## config.mk

```make
export PLATFORM = sky130hd
export DESIGN_NAME = power_flow_stim_harness
export DESIGN_NICKNAME = d
export VERILOG_FILES = /design/src/rtl/power_flow_stim_harness.sv
export SDC_FILE = /design/constraint.sdc
export NUM_CORES = 1
export LEC_CHECK = 0
export BUFFER_PORTS_ARGS = -buffer_cell sky130_fd_sc_hd__buf_4
export CORE_MARGIN = 8
export CORE_UTILIZATION = 50
export DETAILED_ROUTE_END_ITERATION = 10
export GPL_ROUTABILITY_DRIVEN = 0
export PLACE_DENSITY = 0.81
export SKIP_CTS_REPAIR_TIMING = 1
export SLEW_MARGIN = 15
export SYNTH_ARGS = -nofsm -noshare
export SYNTH_HDL_FRONTEND = slang
export SYNTH_SLANG_ARGS = --single-unit
```

## constraint.sdc

```tcl
create_clock -name clk -period 3.6 [get_ports clk]
set_input_delay 0.18 -clock clk [delete_from_list [all_inputs] [get_ports clk]]
set_output_delay 0.18 -clock clk [all_outputs]
set_load 0.005 [all_outputs]
```

## src/rtl/power_flow_stim_harness.sv

```systemverilog
// Stimulus/capture harness for CGRA power-flow runs: sequences flush/config/run,
// drives per-lane Galois LFSR stimulus and counts/signs the output stream.
module power_flow_stim_harness #(
    parameter int unsigned WIDTH      = 16,
    parameter int unsigned NCH        = 1,
    parameter int unsigned FLUSH_CYC  = 1,
    parameter int unsigned CONFIG_CYC = 409,
    parameter int unsigned RUN_CYC    = 409,
    parameter logic [31:0] SEED       = 32'h1,
    parameter bit          HANDSHAKE  = 1'b0
) (
    input  logic                 clk,
    input  logic                 rst,
    input  logic                 start,
    output logic                 flush,
    input  logic                 in_read_en,
    output logic [NCH*WIDTH-1:0] in_data,
    input  logic                 out_valid,
    input  logic [NCH*WIDTH-1:0] out_data,
    output logic                 toggle_win,
    output logic                 done,
    output logic [31:0]          out_count,
    output logic [31:0]          signature
);

    localparam logic [31:0] POLY   = 32'h80200003;
    localparam logic [31:0] GOLDEN = 32'h9E3779B9;
    localparam logic [31:0] F_LD   = 32'(FLUSH_CYC - 1);
    localparam logic [31:0] C_LD   = 32'(CONFIG_CYC - 1);
    localparam logic [31:0] R_LD   = 32'(RUN_CYC - 1);

    if (FLUSH_CYC == 0 || CONFIG_CYC == 0 || RUN_CYC == 0) begin : g_bad_len
        $error("power_flow_stim_harness: window lengths must be non-zero");
    end

    typedef enum logic [2:0] {
        S_IDLE,
        S_FLUSH,
        S_CONFIG,
        S_RUN,
        S_DONE
    } state_t;

    state_t      state;
    state_t      state_nxt;
    logic [31:0] cnt;
    logic [31:0] cnt_nxt;
    logic        active;
    logic        adv;
    logic        begin_seq;
    logic [31:0] mix;

    always_ff @(posedge clk or posedge rst) begin
        if (rst) begin
            state <= S_IDLE;
            cnt   <= '0;
        end else begin
            state <= state_nxt;
            cnt   <= cnt_nxt;
        end
    end

    // Each window's counter is loaded with CYC-1 on entry; exit when it hits 0.
    always_comb begin
        state_nxt = state;
        cnt_nxt   = cnt;
        unique case (state)
            S_IDLE, S_DONE: begin
                if (start) begin
                    state_nxt = S_FLUSH;
                    cnt_nxt   = F_LD;
                end
            end
            S_FLUSH: begin
                if (cnt == '0) begin
                    state_nxt = S_CONFIG;
                    cnt_nxt   = C_LD;
                end else begin
                    cnt_nxt = cnt - 32'd1;
                end
            end
            S_CONFIG: begin
                if (cnt == '0) begin
                    state_nxt = S_RUN;
                    cnt_nxt   = R_LD;
                end else begin
                    cnt_nxt = cnt - 32'd1;
                end
            end
            S_RUN: begin
                if (cnt == '0) begin
                    state_nxt = S_DONE;
                    cnt_nxt   = '0;
                end else begin
                    cnt_nxt = cnt - 32'd1;
                end
            end
            default: begin
                state_nxt = S_IDLE;
                cnt_nxt   = '0;
            end
        endcase
    end

    assign flush      = (state == S_FLUSH);
    assign toggle_win = (state == S_RUN);
    assign done       = (state == S_DONE);

    assign active    = (state == S_FLUSH) || (state == S_CONFIG) || (state == S_RUN);
    assign adv       = active && (HANDSHAKE ? in_read_en : 1'b1);
    assign begin_seq = start && ((state == S_IDLE) || (state == S_DONE));

    for (genvar i = 0; i < NCH; i++) begin : g_lane
        localparam logic [31:0] RAW   = SEED + 32'(i) * GOLDEN;
        localparam logic [31:0] LSEED = (RAW == 32'h0) ? 32'h1 : RAW;
        logic [31:0] lfsr;

        always_ff @(posedge clk or posedge rst) begin
            if (rst) begin
                lfsr <= LSEED;
            end else if (adv) begin
                lfsr <= {1'b0, lfsr[31:1]} ^ (lfsr[0] ? POLY : 32'h0);
            end
        end

        assign in_data[i*WIDTH +: WIDTH] = lfsr[WIDTH-1:0];
    end

    always_comb begin
        mix = '0;
        for (int i = 0; i < NCH; i++) begin
            mix = mix ^ 32'(out_data[i*WIDTH +: WIDTH]);
        end
    end

    always_ff @(posedge clk or posedge rst) begin
        if (rst) begin
            out_count <= '0;
            signature <= '0;
        end else if (begin_seq) begin
            out_count <= '0;
            signature <= '0;
        end else if (toggle_win && out_valid) begin
            if (out_count != 32'hFFFFFFFF) begin
                out_count <= out_count + 32'd1;
            end
            signature <= {signature[30:0], signature[31]} ^ mix;
        end
    end

endmodule

```

==> impl_metrics.csv <==
group,metric,value,unit
status,status,"complete, but fails checks",
status,violations,"negative hold slack",
synthesis,ys_seq_elements,131,
final_layout,final-seq-area,3280,µm²
synthesis,synth_seq_area_share,0.497,
route,drt_iter0_markers,588,
final_layout,final_nets,758,
run,maxCapViolations,0,
floorplan,num_io_pins,104,
cts,cts_buffer_depth,2,
sta,finalSetupViolCount,0,
critical_path,start_kind,"register",
critical_path,critical_path_buf_inv_count,2,
place,place_area,7410,µm²
cts,cts.clk_slew.worst_paths,60,ps
grt,track_usage,0.186,
place,hpwlAfterDp,10.4,mm
critical_path,worstPathMaxFanout,43,
critical_path,cpMostUsedCell,"buf_4",
pwr,totalPowerFinal,6.75,mW
sta,setup_ws,1060,ps
route,ant_nets,0,
cts,cts.sinks,131,
critical_path,crit_required,3930,ps
synthesis,synth_edf_count,0,
synthesis,synth_cell_types,62,
route,vias,5365,
route,drc,0,
critical_path,critPathTopFamily,"simple AND/OR/NAND/NOR gates",
pwr,cellLeakagePower,3.49,nW
synthesis,syn_area,6600,µm²
final_layout,diodes,0,
place,portBuffers,102,
final_layout,multi_input_area,3030,µm²
floorplan,die_w,131,µm
route,drt-wirelength-per-cell,16.6,µm
sta,hold-worst-slack,-69.1,ps
grt,antenna_found_initial,0,
floorplan,core-area,13100,µm²
grt,overflow,0,
cts,cts-buffers-inserted,17,
cts,cts-htree-levels,4,
grt,grt_pass1_wl,25.4,mm
final_layout,synthToLayoutAreaGrowth,21.6,%
synthesis,syn_nets,681,
floorplan,die_y,131,µm
pwr,vdd_drop_max,0.406,mV
synthesis,synth_top_area_frac,0.493,
critical_path,crit_type,"register to register",
place,dp_slack,1080,ps
floorplan,row_count,42,
sta,tns,0,ps
synthesis,synth-main-ff-cell,"dfrtp_1",
route,drt_pass1_iterations,5,
final_layout,layout-drive-gt1-share,0.255,
sta,slew_viol_final,0,
critical_path,crit_path_end_kind,"register",
sta,period_needed,2540,ps
pwr,powerDensity,841,nW/µm²
sta,period_share,0.705,
grt,grt_max_degree,132,
synthesis,yosys-top-cells-area,"dfrtp_1 49%, mux2_2 5.1%, xnor2_1 4.9%, nand2_1 3.7%, nor2_1 3.5%",
floorplan,start_util,0.504,
route,wl,15.3,mm
sta,timing.slew.headroom,0.283,
cts,root_buffer,"clkbuf_16",
route,routed_via_density,5.82,
floorplan,die-area,17100,µm²
critical_path,arrival,2870,ps
final_layout,nFillCells,1055,
synthesis,synth_top_area_cell,"dfrtp_1",
cts,clk_latency,420,ps
hold_path,min_path_type,"input port to asynchronous set/reset pin",
synthesis,synth_warnings,0,
grt,grt_pass1_vias,5259,
sta,fmax,394,MHz
sta,skew,7.69,ps
sta,worst_slew_pin_slew,1080,ps
synthesis,synth_area_per_cell,10.0,µm²
critical_path,crit_path_max_incr_delay,540,ps
final_layout,design_area,8030,µm²
critical_path,path_cells,"nor3b_4 -> buf_4 -> buf_4 -> nor2_1 -> or4_1 -> a21oi_1",
sta,rsz0062_at_grt,"false",
synthesis,synthCells,657,
critical_path,crit_slowest_cell,"or4_1",
sta,finalHoldViolations,49,
synthesis,ys_async_sr_fraction,1.00,
cts,cts_tree,"built",
[cell families (layout without fill, tap and decap cells)]
kind of cell	Yosys count	after routing	synth area share
AND/OR/NAND/NOR	264	264	0.215
flip-flops	131	131	0.497
AO/OA/AOI/OAI	116	116	0.115
buffers and inverters	61	150	0.0459
XOR/XNOR	48	48	0.0637
multiplexers	34	34	0.0573
adder cells (fa/ha/maj)	3	3	0.00569
[final timing paths]
check / from / end / slack (ps) / depth (start not counted)
min in group clk: out_data[7] / signature[7] / 50 / 3
max in group asynchronous: rst / out_count[15] / 3100 / 3
max reg2reg: state[1] / out_count[5] / 1060 / 6
min: rst / signature[31] / -70 / 3
max: state[1] / out_count[5] / 1060 / 6
min reg2reg: g_lane[0].lfsr[16] / g_lane[0].lfsr[16] / 500 / 1
[synthesized netlist by cell type, types with 3 or more instances]
| cell type | instances |
|---|---|
| dfrtp_1 | 130 |
| nand2_1 | 65 |
| nor2_1 | 61 |
| a21oi_1 | 44 |
| xnor2_1 | 37 |
| mux2_2 | 30 |
| clkbuf_1 | 25 |
| nand3_1 | 22 |
| nand4_1 | 19 |
| buf_4 | 17 |
| a211oi_1 | 16 |
| or3_1 | 16 |
| o21ai_0 | 15 |
| nor3_1 | 14 |
| nor4_1 | 11 |
| xor2_1 | 11 |
| and3_1 | 10 |
| or4_1 | 10 |
| o211ai_1 | 9 |
| o31ai_1 | 9 |
| buf_1 | 8 |
| inv_1 | 8 |
| and4_1 | 5 |
| nand2b_1 | 5 |
| nor3b_1 | 5 |
| mux2i_1 | 4 |
| nor4b_1 | 4 |
| a31oi_1 | 3 |
| ha_1 | 3 |
[worst reg2reg max path, cell delays in order (launching register included)]
cell and delay [ps]:
dfrtp_1 530, nor3b_4 280, buf_4 270, buf_4 440, nor2_1 240, or4_1 540
a21oi_1 160
[per-stage QoR]
stage,cells,util
final,922,0.613
after global routing,922,0.613
after CTS,922,0.613
after detailed placement,891,0.566
after global placement,891,0.566
after floorplan,657,-
[layer usage]
metal | track usage | wire length (µm)
met1 | 0.229 | 6440
met2 | 0.309 | 7650
met3 | 0.0475 | 961
met4 | 0.0675 | 231
met5 | 0 | 0
[where the power goes]
part           switching, mW  leakage [nW]  internal [mW]
Combinational           1.37          1.46           1.22
Clock                  0.644         0.296           1.15
Sequential             0.443          1.73           1.91
Total                   2.46          3.49           4.29
[placed cells by master (no fill, tap or decap), types with 3 or more instances in the layout]
master,synthesis,routed
a211oi_1,16,16
a21oi_1,44,44
a31oi_1,3,3
and3_1,10,10
and4_1,5,5
buf_4,17,110
bufinv_16,0,4
clkbuf_16,0,17
clkinv_2,0,3
clkinv_4,0,3
clkinvlp_4,0,3
dfrtp_1,130,130
ha_1,3,3
inv_1,8,7
mux2_2,30,30
mux2i_1,4,4
nand2_1,65,65
nand2b_1,5,5
nand3_1,22,22
nand4_1,19,19
nor2_1,61,61
nor3_1,14,14
nor3b_1,5,5
nor4_1,11,11
nor4b_1,4,4
o211ai_1,9,9
o21ai_0,15,15
o31ai_1,9,9
or3_1,16,16
or4_1,10,10
xnor2_1,37,37
xor2_1,11,11
[final cells by class]
class,count,share of cell area
clock buffer,18,0.0535
clock inverter,13,0.0231
inverter,8,0.00421
multi-input combinational,465,0.378
sequential,131,0.409
tap,176,0.0274
timing repair buffer,111,0.105
[sequential cells by signal, summed over array words and instances (netlist names)]
register and cells:
cnt 32, state 3, g_lane.lfsr 32, out_count 32
signature 32
(Power assumes the default switching activity.)
